$ cat config.mk
export PLATFORM = sky130hd
export DESIGN_NAME = bus_arbiter8
export DESIGN_NICKNAME = d
export VERILOG_FILES = /design/src/rtl/bus_arbiter8.sv
export SDC_FILE = /design/constraint.sdc
export NUM_CORES = 1
export LEC_CHECK = 0
export BUFFER_PORTS_ARGS = -buffer_cell sky130_fd_sc_hd__buf_2
export CAP_MARGIN = 20
export CORE_ASPECT_RATIO = 0.7
export CORE_MARGIN = 2
export CORE_UTILIZATION = 59
export CTS_CLUSTER_DIAMETER = 120
export CTS_CLUSTER_SIZE = 25
export DETAILED_ROUTE_END_ITERATION = 8
export GPL_ROUTABILITY_DRIVEN = 0
export GPL_TIMING_DRIVEN = 0
export PLACE_DENSITY_LB_ADDON = 0.08
export SLEW_MARGIN = 20
export SYNTH_ARGS = -nofsm -noshare
export SYNTH_HDL_FRONTEND = slang
export SYNTH_SLANG_ARGS = --single-unit
$ cat constraint.sdc
create_clock -name clock -period 4.6 [get_ports clock]
set_input_delay 0.92 -clock clock [delete_from_list [all_inputs] [get_ports clock]]
set_output_delay 0.92 -clock clock [all_outputs]
set_load 0.02 [all_outputs]
$ cat src/rtl/bus_arbiter8.sv
// Round-robin arbiter for an 8-master tristate bus: one-hot output enables,
// encoded mux select, a one-cycle turnaround between owners and an optional hold limit.
module bus_arbiter8 #(
    parameter int MAX_HOLD = 16
) (
    input  logic       clock,
    input  logic       reset,
    input  logic [7:0] req,
    input  logic [7:0] done,
    output logic [7:0] grant,
    output logic [2:0] grant_idx,
    output logic       grant_valid,
    output logic       timeout,
    output logic       busy
);

    typedef enum logic [1:0] {
        IDLE  = 2'd0,
        GRANT = 2'd1,
        TURN  = 2'd2
    } state_t;

    localparam logic [15:0] HOLD_LIMIT = 16'(MAX_HOLD);

    state_t      state_r;
    state_t      state_s;
    logic [2:0]  ptr_r;
    logic [2:0]  ptr_s;
    logic [15:0] cnt_r;
    logic [15:0] cnt_s;
    logic [2:0]  cand_s;
    logic [2:0]  win_idx_s;
    logic        win_valid_s;
    logic [7:0]  grant_s;
    logic [2:0]  idx_s;
    logic        valid_s;
    logic        timeout_s;
    logic        busy_s;
    logic        limit_s;
    logic        release_s;

    // Rotating priority search starting at ptr_r
    always_comb begin
        win_valid_s = 1'b0;
        win_idx_s   = 3'd0;
        cand_s      = 3'd0;
        for (int k = 0; k < 8; k++) begin
            cand_s = ptr_r + 3'(k);
            if (!win_valid_s && req[cand_s]) begin
                win_valid_s = 1'b1;
                win_idx_s   = cand_s;
            end else begin
                win_idx_s   = win_idx_s;
            end
        end
    end

    // Next-state and next-output logic; grant_idx holds the current owner
    always_comb begin
        state_s   = state_r;
        ptr_s     = ptr_r;
        cnt_s     = cnt_r;
        grant_s   = 8'd0;
        idx_s     = 3'd0;
        valid_s   = 1'b0;
        timeout_s = 1'b0;
        limit_s   = (HOLD_LIMIT != 16'd0) && (cnt_r == HOLD_LIMIT);
        release_s = done[grant_idx] || !req[grant_idx] || limit_s;
        case (state_r)
            IDLE, TURN: begin
                if (win_valid_s) begin
                    state_s = GRANT;
                    grant_s = 8'd1 << win_idx_s;
                    idx_s   = win_idx_s;
                    valid_s = 1'b1;
                    cnt_s   = 16'd1;
                end else begin
                    state_s = IDLE;
                    cnt_s   = 16'd0;
                end
            end
            GRANT: begin
                if (release_s) begin
                    state_s   = TURN;
                    ptr_s     = grant_idx + 3'd1;
                    cnt_s     = 16'd0;
                    // Only a pure limit expiry counts as a forced release
                    timeout_s = limit_s && !done[grant_idx] && req[grant_idx];
                end else begin
                    grant_s = grant;
                    idx_s   = grant_idx;
                    valid_s = 1'b1;
                    cnt_s   = (cnt_r == 16'hFFFF) ? cnt_r : cnt_r + 16'd1;
                end
            end
            default: begin
                state_s = IDLE;
                cnt_s   = 16'd0;
            end
        endcase
        busy_s = (state_s != IDLE);
    end

    // State and registered outputs with synchronous active-low reset
    always_ff @(posedge clock) begin
        if (!reset) begin
            state_r     <= IDLE;
            ptr_r       <= 3'd0;
            cnt_r       <= 16'd0;
            grant       <= 8'd0;
            grant_idx   <= 3'd0;
            grant_valid <= 1'b0;
            timeout     <= 1'b0;
            busy        <= 1'b0;
        end else begin
            state_r     <= state_s;
            ptr_r       <= ptr_s;
            cnt_r       <= cnt_s;
            grant       <= grant_s;
            grant_idx   <= idx_s;
            grant_valid <= valid_s;
            timeout     <= timeout_s;
            busy        <= busy_s;
        end
    end

endmodule
### After elaboration in Yosys (flattened, before gate mapping)

Index checks and enable logic that the tools add are counted.

| cells by class | value |
|---|---|
| $add $sub $neg | 9 |
| $lt $le $gt $ge | 9 |
| eq/ne operators | 6 |
| shifts and indexed selects | 1 |
| mux-type cells | 52 |
| reduce and logical (&&, ||, !) cells | 25 |

Operators with widths:

| operator | number |
|---|---|
| $lt 3x4->1 const B | 9 |
| $mux 16 | 2 |
| $pmux 16 s2 | 1 |
| $bmux 1 s3 | 10 |
| $mux 3 | 10 |
| $mux 1 | 22 |
| $add 16x1->16 const B | 1 |
| $eq 16x16->1 const B | 1 |
| $eq 16x5->1 const B | 1 |
| $mux 8 | 2 |
| $pmux 8 s2 | 1 |
| $add 3x3->3 const B | 4 |
| $logic_and 1x1->1 | 9 |
| $logic_not 1->1 | 9 |
| $shl 1x3->8 const A | 1 |
| $add 3x1->3 const B | 2 |
| $add 3x2->3 const B | 2 |
| $pmux 3 s2 | 1 |
| $pmux 2 s2 | 1 |
| $ne 3x3->1 const B | 1 |
| $reduce_and 3->1 | 1 |
| $eq 2x1->1 const B | 1 |
| $eq 2x2->1 const B | 1 |
| $logic_not 2->1 | 1 |
| 7 further kinds | 8 |

| word-level totals | value |
|---|---|
| bits in registers | 35 |
| input port bits | 18 |
| logic and storage cells | 110 |

### Longest topological paths before layout

| logic depth | value |
|---|---|
| word-level depth | 27 |
| mapped depth | 13 |

### Worst setup path after synthesis

Ideal clock, no wire load.

| path | value |
|---|---|
| path type | register to register |
| from | register ptr_r[1] |
| to | register grant[2] |
| setup time | 87 ps |
| arrival time | 3,108 ps |
| required time | 4,513 ps |
| slack | 1,405 ps |
| cell stages (with the launch flop) | 14 |
| path buffers | 4 |
| period minus slack after synthesis | 3,195 ps |
| cells stage by stage | dfxtp_1 > buf_6 > buf_2 > inv_1 > ha_1 > buf_4 > buf_4 > mux2i_1 > mux2i_1 > o22ai_1 > mux2_2 > o32a_1 > o22a_1 > o31ai_1 |

| between the ends | value |
|---|---|
| longest elaborated chain between the ends | 27 |
| elaborated cells on any way between the ends | 56 |

Ends and longest elaborated chain:

| element | line | source |
|---|---|---|
| from (decl) | 27 | `logic [2:0] ptr_r;` |
| from (signal assigned) | 117 | `ptr_r <= ptr_s;` |
| parallel branches: the longest is 25 deep, another holds $add 3x1->3 | n/a |  |
| $mux 8 * | 71 | `if (win_valid_s) begin` |
| $pmux 8 s2 * | 69 | `case (state_r)` |
| to (signal assigned) | 119 | `grant <= grant_s;` |
| to (decl) | 10 | `output logic [7:0] grant,` |

Mark *: on every way between the ends. The select of a mux whose other input is x is not followed.
A chain may end at the register's enable or synchronous reset.

### Worst setup path in the final report

| path | value |
|---|---|
| from | register ptr_r[1] |
| to | register grant[3] |

Same word-level chain as after synthesis.

==> results.sh <==
export IMPL_synth_cell_area_mm2=0.00277
export IMPL_wl_per_cell_um=17.0
export IMPL_yosys_most_used_dff="dfxtp_1"
export IMPL_hold_buffers=0
export IMPL_grtUsageTotal_pct=26.8
export IMPL_die_height_um=61.3
export IMPL_route_vias_total=2580
export IMPL_final_design_area_no_fill_mm2=0.00311
export IMPL_dp_cells=391
export IMPL_endpoint_kind="flop"
export IMPL_worst_hold_check_path_type="reg2reg"
export IMPL_globalRouteOverflowTotal=0
export IMPL_tightest_slew_ps=721
export IMPL_yosysTopAreaCellShare_pct=25.3
export IMPL_final_setup_tns_ps=0
export IMPL_ir_worst_vdd_v=0.000193
export IMPL_vias_per_cell=6.47
export IMPL_synth_lib_cells_used_distinct=62
export IMPL_p_leak_nw=1.19
export IMPL_post_route_drc_count=0
export IMPL_outcome="completed"
export IMPL_worst_setup_path_start_kind="flop"
export IMPL_drive_above_1_share_pct=23.8
export IMPL_nNetsFinal=366
export IMPL_final_min_clock_period_ps=3860
export IMPL_yosys_area_top_type="dfxtp_1"
export IMPL_timing_critical_path_fanout_max=10
export IMPL_grt_max_degree=13
export IMPL_drt_pre_antenna_iters=6
export IMPL_worst_setup_path_type="reg2reg"
export IMPL_stdcell_count=399
export IMPL_cts_repair_resize_count=0
export IMPL_cts_htree_levels=2
export IMPL_drt_iter0_markers=235
export IMPL_max_cap_violations=0
export IMPL_floorplan_io_pins=32
export IMPL_netlist_top_cells_area="dfxtp_1 25%, mux4_2 9.8%, mux4_1 5.7%"
export IMPL_average_size_of_a_mapped_cell_um2=9.07
export IMPL_die_x_um=85.8
export IMPL_wl_mm=6.77
export IMPL_final_max_slew_violation_count=0
export IMPL_fmax_ghz=0.259
export IMPL_finalSetupViolCount=0
export IMPL_synthMostInstantiatedCell="nand2_1"
export IMPL_floorplan_initialDensity_pct=62.5
export IMPL_netlist_top_cells_count="37 x nand2_1, 35 x dfxtp_1, 32 x nor2_1, 15 x nand3_1"
export IMPL_synthesis_yosys_warnings=0
export IMPL_cts_root_buffer="clkbuf_8"
export IMPL_place_detailed_hpwl_mm=5.06
export IMPL_cp_data_required_time_ps=4800
export IMPL_post_cts_repair_setup_buffers=0
export IMPL_edff_count_synth=0
export IMPL_ys_ff_latch=35
export IMPL_syn_inst=305
export IMPL_global_route_wire_length_before_repair_mm=10.8
export IMPL_period_share_pct=83.8
export IMPL_worst_skew_pair_late_latency_ps=290
export IMPL_num_rows=20
export IMPL_placed_cell_area_mm2=0.00299
export IMPL_syn_to_final_growth_pct=12.5
export IMPL_total_count_of_hold_check_failures_in_the_final_report=0
export IMPL_synthesis_nets=328
export IMPL_n_antenna_cell=0
export IMPL_rsz_0062_raised_after_global_routing="no"
export IMPL_clock_path_buffers=2
export IMPL_worst_clock_skew_ps=9.95
export IMPL_tritoncts="done"
export IMPL_register_area_share_after_synthesis_pct=25.3
export IMPL_cp_arrival_ps=4050
export IMPL_synthArstFlopShare_pct=0
export IMPL_core_area_mm2=0.00443
export IMPL_slew_headroom_pct=51.6
export IMPL_die_footprint_mm2=0.00526
export IMPL_clock_sinks=35
export IMPL_clk_pin_slew_worst_paths_ps=80
export IMPL_numPortBuffers=31
export IMPL_grt_antenna_before_repair=0
export IMPL_power_per_cell_area_mw_per_mm2=531
export IMPL_cts_made_buffers=5
export IMPL_first_global_vias=2132
export IMPL_antenna_left=0
[layout make-up]
cell class	instances	area (um^2)
Buffer	22	134
Clock buffer	6	82.6
Clock inverter	2	38.8
Fill cell	355	1320
Inverter	13	48.8
Multi-Input combinational cell	235	1880
Sequential cell	35	701
Tap cell	55	68.8
Timing Repair Buffer	31	155
[critical path: stages, from the launching register on]
cell     delay (ps)
dfxtp_1         420
buf_6           190
buf_2           250
inv_1           140
ha_1            340
buf_4           220
buf_4           220
mux2i_1         260
mux2i_1         110
o22ai_1         340
mux2_2          390
o32a_1          320
o22a_1          280
o31ai_1         290
[layer usage]
| metal | vias up | GRT usage [%] | routed length [um] |
|---|---|---|---|
| li1 | 1220 | - | - |
| met1 | 1225 | 42.9 | 3280 |
| met2 | 130 | 35.7 | 2730 |
| met3 | 5 | 8.98 | 734 |
| met4 | 0 | 2.72 | 19 |
| met5 | - | 0 | 0 |
[registers in the layout (all words and copies together) (netlist names)]
name,flops
timeout,1
ptr_r,3
grant_valid,1
grant,8
state_r,2
busy,1
grant_idx,3
cnt_r,16
[placed cells by master (no fill, tap or decap), types with 3 or more instances in the layout]
master / instances
clkbuf_8: 6
a31oi_1: 4
and3_1: 3
nand3_1: 15
a21oi_1: 6
buf_4: 5
mux2_2: 5
mux4_2: 12
nor2_1: 32
clkbuf_1: 5
xnor2_1: 7
nor3_1: 7
o21ai_0: 7
nand2b_1: 4
inv_1: 11
buf_6: 3
nor4b_1: 3
o22ai_1: 6
ha_1: 5
buf_2: 38
xor2_1: 8
dfxtp_1: 35
o32a_1: 5
o31ai_1: 9
nand2_1: 37
mux2i_1: 12
mux4_1: 6
[through the flow]
stage                     hold slack [ps]  total power [mW]  util, %  setup WS, ps
after floorplan                       495              1.14        -          1410
after global placement                429              1.33     67.5           838
after detailed placement              435              1.34     67.5           818
after CTS                             453              1.64     70.3           750
after global routing                  483              1.75     70.3           528
final                                 448              1.65     70.3           744
[report_power, final]
group | total [mW] | switching [mW] | internal, mW
clock | 0.298 | 0.119 | 0.178
sequential | 0.379 | 0.0333 | 0.345
combinational | 0.977 | 0.559 | 0.419
[cells by family after synthesis]
| family | Yosys count | synth area share (%) |
|---|---|---|
| buffers and inverters | 35 | 6.60 |
| xor gates and xnor gates | 16 | 5.34 |
| AOI/OAI and AO/OA | 62 | 17.0 |
| DFF | 35 | 25.3 |
| and+or+nand+nor | 114 | 19.4 |
| adders and majority gates | 5 | 2.26 |
| muxes | 38 | 24.0 |
[final timing paths]
path / from / end / slack [ps] / cells past startpoint
worst max register to register: ptr_r[1]$_SDFFE_PN0P_ / grant[3]$_SDFFE_PN0P_ / 740 / 13
worst max-delay path: ptr_r[1]$_SDFFE_PN0P_ / grant[3]$_SDFFE_PN0P_ / 740 / 13
worst min register to register: grant[4]$_SDFFE_PN0P_ / grant[4]$_SDFFE_PN0P_ / 450 / 2
worst min-delay path: grant[4]$_SDFFE_PN0P_ / grant[4]$_SDFFE_PN0P_ / 450 / 2
Power figures use the tool's default switching activity.
